**src/rtl/loop_sequencer.sv**
```systemverilog
// loop_sequencer: program-address sequencer with a zero-overhead loop stack.
//
// Each enabled cycle it does one of the following, highest priority first:
//   flush      empty the stack, pc <= pc+1
//   loop_valid push a loop (or reject it / skip a zero-count body)
//   jump_valid pc <= jump_addr
//   loop-back  when pc hits top.end: branch to top.start or pop on the last pass
//   otherwise  pc <= pc+1 (wraps modulo 2^ADDR_W)
//
// Ports
//   clk, reset_n            clock, async active-low reset
//   en                      advance enable; 0 freezes all state
//   flush                   clear the loop stack
//   loop_valid/start/end/count  loop push request
//   jump_valid/jump_addr    absolute jump request
//   err_clr                 clear sticky error flags
//   pc                      registered program address
//   depth                   registered active loop count
//   loop_ready              en & stack not full (combinational)
//   loop_exit               one-cycle pulse when a loop terminates
//   err                     sticky {malformed, overflow}

// One stack slot: holds {start, end, remaining} for one active loop.
module loop_sequencer_entry #(
  parameter int ADDR_W = 5,
  parameter int CNT_W  = 8
) (
  input  logic              clk,
  input  logic              reset_n,
  input  logic              load,
  input  logic              dec,
  input  logic [ADDR_W-1:0] ld_start,
  input  logic [ADDR_W-1:0] ld_stop,
  input  logic [CNT_W-1:0]  ld_rem,
  output logic [ADDR_W-1:0] start,
  output logic [ADDR_W-1:0] stop,
  output logic [CNT_W-1:0]  rem
);
  always_ff @(posedge clk or negedge reset_n) begin
    if (!reset_n) begin
      start <= '0;
      stop  <= '0;
      rem   <= '0;
    end else if (load) begin
      start <= ld_start;
      stop  <= ld_stop;
      rem   <= ld_rem;
    end else if (dec) begin
      rem   <= rem - CNT_W'(1);
    end
  end
endmodule

module loop_sequencer #(
  parameter int ADDR_W   = 5,
  parameter int CNT_W    = 8,
  parameter int DEPTH    = 4,
  parameter int RESET_PC = 0
) (
  input  logic                       clk,
  input  logic                       reset_n,
  input  logic                       en,
  input  logic                       flush,
  input  logic                       loop_valid,
  input  logic [ADDR_W-1:0]          loop_start,
  input  logic [ADDR_W-1:0]          loop_end,
  input  logic [CNT_W-1:0]           loop_count,
  input  logic                       jump_valid,
  input  logic [ADDR_W-1:0]          jump_addr,
  input  logic                       err_clr,
  output logic [ADDR_W-1:0]          pc,
  output logic [$clog2(DEPTH+1)-1:0] depth,
  output logic                       loop_ready,
  output logic                       loop_exit,
  output logic [1:0]                 err
);
  localparam int DW = $clog2(DEPTH+1);

  // stack storage, slot i holds the loop pushed at depth i
  logic [DEPTH-1:0][ADDR_W-1:0] st_start, st_stop;
  logic [DEPTH-1:0][CNT_W-1:0]  st_rem;

  logic [ADDR_W-1:0] top_start, top_stop;
  logic [CNT_W-1:0]  top_rem;
  logic              have_top, full;

  logic [ADDR_W-1:0] pc_n;
  logic [DW-1:0]     depth_n;
  logic              exit_n;
  logic [1:0]        err_set, err_n;
  logic              push, dec;

  assign have_top   = (depth != '0);
  assign full       = (depth == DW'(DEPTH));
  assign loop_ready = en & ~full;

  // top-of-stack is slot depth-1; mux by depth so an empty stack reads zero
  always_comb begin
    top_start = '0;
    top_stop  = '0;
    top_rem   = '0;
    for (int i = 0; i < DEPTH; i++) begin
      if (depth == DW'(i+1)) begin
        top_start = st_start[i];
        top_stop  = st_stop[i];
        top_rem   = st_rem[i];
      end
    end
  end

  always_comb begin
    pc_n    = pc;
    depth_n = depth;
    exit_n  = 1'b0;
    err_set = 2'b00;
    push    = 1'b0;
    dec     = 1'b0;
    if (en) begin
      pc_n = pc + ADDR_W'(1);
      if (flush) begin
        depth_n = '0;
      end else if (loop_valid) begin
        // inner loops must end strictly before the enclosing loop so at
        // most one pop can happen per cycle
        if ((loop_end < loop_start) || (have_top && (loop_end >= top_stop))) begin
          err_set[1] = 1'b1;
        end else if (full) begin
          err_set[0] = 1'b1;
        end else if (loop_count == '0) begin
          pc_n = loop_end + ADDR_W'(1);
        end else begin
          push    = 1'b1;
          pc_n    = loop_start;
          depth_n = depth + DW'(1);
        end
      end else if (jump_valid) begin
        pc_n = jump_addr;
      end else if (have_top && (pc == top_stop)) begin
        if (top_rem > CNT_W'(1)) begin
          dec  = 1'b1;
          pc_n = top_start;
        end else begin
          depth_n = depth - DW'(1);
          exit_n  = 1'b1;
        end
      end
    end
  end

  // a fresh error in the same cycle overrides err_clr
  assign err_n = en ? ((err_clr ? 2'b00 : err) | err_set) : err;

  for (genvar g = 0; g < DEPTH; g++) begin : g_stk
    loop_sequencer_entry #(.ADDR_W(ADDR_W), .CNT_W(CNT_W)) u_ent (
      .clk      (clk),
      .reset_n  (reset_n),
      .load     (push && (depth == DW'(g))),
      .dec      (dec  && (depth == DW'(g+1))),
      .ld_start (loop_start),
      .ld_stop  (loop_end),
      .ld_rem   (loop_count),
      .start    (st_start[g]),
      .stop     (st_stop[g]),
      .rem      (st_rem[g])
    );
  end

  always_ff @(posedge clk or negedge reset_n) begin
    if (!reset_n) begin
      pc        <= ADDR_W'(RESET_PC);
      depth     <= '0;
      loop_exit <= 1'b0;
      err       <= 2'b00;
    end else begin
      pc        <= pc_n;
      depth     <= depth_n;
      loop_exit <= exit_n;
      err       <= err_n;
    end
  end
endmodule

```
**config.mk**
```make
export PLATFORM = sky130hd
export DESIGN_NAME = loop_sequencer
export DESIGN_NICKNAME = d
export VERILOG_FILES = /design/src/rtl/loop_sequencer.sv
export SDC_FILE = /design/constraint.sdc
export NUM_CORES = 1
export LEC_CHECK = 0
export ABC_CLOCK_PERIOD_IN_PS = 6200
export BUFFER_PORTS_ARGS = -buffer_cell sky130_fd_sc_hd__buf_2
export CAP_MARGIN = 25
export CORE_MARGIN = 1.5
export CORE_UTILIZATION = 41
export DETAILED_ROUTE_END_ITERATION = 6
export GPL_ROUTABILITY_DRIVEN = 0
export HOLD_SLACK_MARGIN = 0.1
export PLACE_DENSITY_LB_ADDON = 0.12
export SYNTH_ARGS = -nofsm -noshare
export SYNTH_HDL_FRONTEND = slang
export SYNTH_HIERARCHICAL = 1
export SYNTH_SLANG_ARGS = --single-unit
```
**constraint.sdc**
```tcl
create_clock -name clk -period 6.2 [get_ports clk]
set_input_delay 0.93 -clock clk [delete_from_list [all_inputs] [get_ports clk]]
set_output_delay 0.93 -clock clk [all_outputs]
set_load 0.05 [all_outputs]
```
==> impl_metrics.yaml <==
sta:
  finalHoldViolCount: 0
  maxSlewViolCount: 0
  worstMarginPinSlew_ns: 0.9334
  grt_setup_unrepaired: "no"
  final_min_period_over_clock_period_pct: 87.45
  relSlewSlack_pct: 37.29
  setup_violating_endpoint_count_in_the_final_report: 0
  finalSetupTns_ns: 0
  final_period_minus_worst_setup_slack_ns: 5.422
  fin_skew_ns: 0.008914
  max_clock_freq_mhz: 184.4
run:
  maxCapViolCount: 0
floorplan:
  floorplan.die_area_um2: 13730
  start_util_pct: 42.17
  core_area_um2: 12670
  die_w_um: 117.2
  design.portCount: 42
  row_count: 41
  dieHeight_um: 117.2
final_layout:
  nNetsFinal: 654
  n_antenna_cell: 0
  layout_cells_sized_above_1_pct: 19.74
  area_growth_syn_to_fin_pct: 11.99
  postLayoutCoreUtil_pct: 47.23
pwr:
  total_net_switching_power_mw: 1.026
  logic_gate_share_of_total_power_pct: 40.7
  ir_drop_v: 0.0001275
  leakagePower_nw: 2.630
  power.density_nw_per_um2: 418.8
  share_of_total_power_in_the_clock_network_pct: 21.1
  power.internal_mw: 1.481
  power.sequential.fraction_pct: 38.2
  netSwitchingFraction_pct: 40.92
synth:
  synth.net_count: 621
  synth_area_per_cell_um2: 9.375
  synth_top_family_by_area: "simple AND/OR/NAND/NOR gates"
  post-synth-top-count-cell: "sky130_fd_sc_hd__dfrtp_1"
  synth_area_leader_cell: "sky130_fd_sc_hd__dfrtp_1"
  dominantRegCellSynth: "sky130_fd_sc_hd__dfrtp_1"
  muxShareOfSynthArea_pct: 10.02
  unique_cell_type_count_in_the_yosys_netlist: 55
  edff_count_synth: 0
  post_synthesis_adder_cell_area_fraction_pct: 4.917
  synth_area_um2: 5344
  synth_compound_area_share_pct: 14.33
  synthesis.yosys.warnings: 6
  synth_simple_gate_area_share_pct: 23.32
  synth_xor_xnor_area_share_pct: 4.097
  synth.top_cells.by_count: "sky130_fd_sc_hd__dfrtp_1 (83), sky130_fd_sc_hd__nand2_1 (74), sky130_fd_sc_hd__mux2_2 (44)"
  async_reset_ff_share_pct: 100.0
  post-synth-top-area-fraction_pct: 38.87
  synthCells: 570
  synth.yosys.seq_area_share_pct: 38.87
  flops_latches_synth: 83
  yosys-top-cells-area: "sky130_fd_sc_hd__dfrtp_1 (39%), sky130_fd_sc_hd__mux2_2 (9.3%), sky130_fd_sc_hd__nand2_1 (5.2%)"
clocking:
  post_cts_resize_count: 0
  cts.clk_slew.worst_paths_ns: 0.06
  tritoncts_clock_tree: "done"
  cts_made_buffers: 9
  cts_hold_repair.buffers: 0
  clk_latency_ns: 0.35
  post-cts-setup-buffers: 0
  cts.sinks: 83
  cts-root-buf: "sky130_fd_sc_hd__clkbuf_16"
  cts-htree-levels: 3
  ctsLongestPathBuffers: 2
route:
  wire_per_inst_um: 18.25
  drt_pre_antenna_iters: 5
  vias: 4433
  drc: 0
  wl_um: 14240
  ant_nets: 0
  count_of_routing_violations_after_the_opening_detailed_route_iteration: 276
  via_per_inst: 5.683
global_route:
  grt-ovfl-total: 0
  pin_count_of_the_biggest_net_entering_global_routing: 61
  grt_first_pass_wirelength_um: 22820
  number_of_antenna_violations_at_the_first_check_in_global_routing: 0
  grt_use_total_pct: 22.31
  first_global_vias: 4164
critical_path:
  timing.setup.critical_path_class: "reg2reg"
  worst_ep_arrival_time_ns: 5.66
  endpoint_kind: "register"
  critical_path.startpoint_type: "register"
  crit_fanout: 21
  critPathRequiredTime_ns: 6.43
status:
  outcome: "completed"
placement:
  dp_hpwl_um: 10440
  port_buffer_count: 41
worst_hold_path:
  worst_hold_path_type: "reg2reg"
path summary, 6_finish.rpt:
check                               from                 endpoint  slack (ns)  depth (start not counted)
max in group asynchronous        reset_n  g_stk[3].u_ent/start[4]        4.64                          2
worst max-delay path            depth[2]  g_stk[1].u_ent/start[1]        0.78                         14
worst min-delay path              err[0]                   err[0]        0.48                          2
worst min register to register    err[0]                   err[0]        0.48                          2
worst max register to register  depth[2]  g_stk[1].u_ent/start[1]        0.78                         14
min in group asynchronous        reset_n                    pc[3]        0.49                          1
cells in the final DEF (no fill, tap or decap), drive strengths merged, types with 13 or more instances in the layout:
cell type	synthesis	layout
mux2	44	44
a21oi	17	17
o21ai	40	40
a221oi	13	13
xnor2	17	17
nor2	41	41
nand3	28	28
ha	21	21
nand2	74	74
dfrtp	83	83
inv	27	27
buf	16	48
per-stage QoR:
| step | worst slack (ns) | cells | hold slack [ns] | total power, mW | instance area [um^2] |
|---|---|---|---|---|---|
| floorplan | 1.556 | 570 | 0.4715 | 1.688 | 5344 |
| global placement | 1.094 | 764 | 0.4654 | 1.954 | 5697 |
| detailed placement | 0.8602 | 764 | 0.4799 | 1.974 | 5697 |
| CTS | 0.8293 | 780 | 0.4896 | 2.516 | 5984 |
| global route | 0.3286 | 780 | 0.5044 | 2.685 | 5984 |
| finish | 0.7781 | 780 | 0.4823 | 2.506 | 5984 |
power by group through the flow:
| stage | logic [mW] | registers (mW) | clock network [mW] |
|---|---|---|---|
| finish | 1.02 | 0.958 | 0.530 |
| global route | 1.13 | 0.988 | 0.568 |
| CTS | 1.02 | 0.954 | 0.543 |
| detailed placement | 1.01 | 0.963 | 0 |
| global placement | 0.996 | 0.957 | 0 |
| floorplan | 0.705 | 0.983 | 0 |
cell type report:
class / count / area [um^2]
fill: 1217 / 6686
multi-input combinational: 433 / 3039
sequential: 83 / 2077
timing repair buffer: 48 / 260.3
clock buffer: 12 / 236.5
tap: 172 / 215.2
inverter: 28 / 105.1
clock inverter: 4 / 51.30
per-layer routing:
| metal | track usage (%) | vias to the layer above | share of wire [%] |
|---|---|---|---|
| met5 | 0 | - | 0 |
| met4 | 8.514 | 0 | 1.8 |
| met3 | 3.759 | 17 | 5.1 |
| met2 | 34.03 | 114 | 46 |
| met1 | 31.75 | 2167 | 47 |
| li1 | - | 2135 | - |
kinds of logic after synthesis:
logic type / after synthesis
and+or+nand+nor: 225
AOI/OAI and AO/OA: 114
DFF: 83
buffers and inverters: 54
muxes: 48
xor gates and xnor gates: 25
adders and majority gates: 21
flip-flops by register name (all words and copies together) (netlist names):
register	cells
g_stk.u_ent/rem	32
g_stk.u_ent/start	20
loop_exit	1
g_stk.u_ent/stop	20
pc	5
err	2
depth	3
critical path, cell delays in order (launching register included):
cell                       delay [ns]
sky130_fd_sc_hd__dfrtp_1         0.66
sky130_fd_sc_hd__clkinv_1        0.41
sky130_fd_sc_hd__ha_1            0.59
sky130_fd_sc_hd__nor4b_4         0.52
sky130_fd_sc_hd__a221oi_1        0.14
sky130_fd_sc_hd__a21oi_1         0.28
sky130_fd_sc_hd__ha_1            0.27
sky130_fd_sc_hd__nand2b_1        0.14
sky130_fd_sc_hd__a21o_1          0.17
sky130_fd_sc_hd__a21o_1          0.18
sky130_fd_sc_hd__a41oi_1         0.22
sky130_fd_sc_hd__buf_4           0.23
sky130_fd_sc_hd__nand4b_1        0.28
sky130_fd_sc_hd__nor2_2          0.79
sky130_fd_sc_hd__mux2_2          0.42
(Power assumes the default switching activity.)
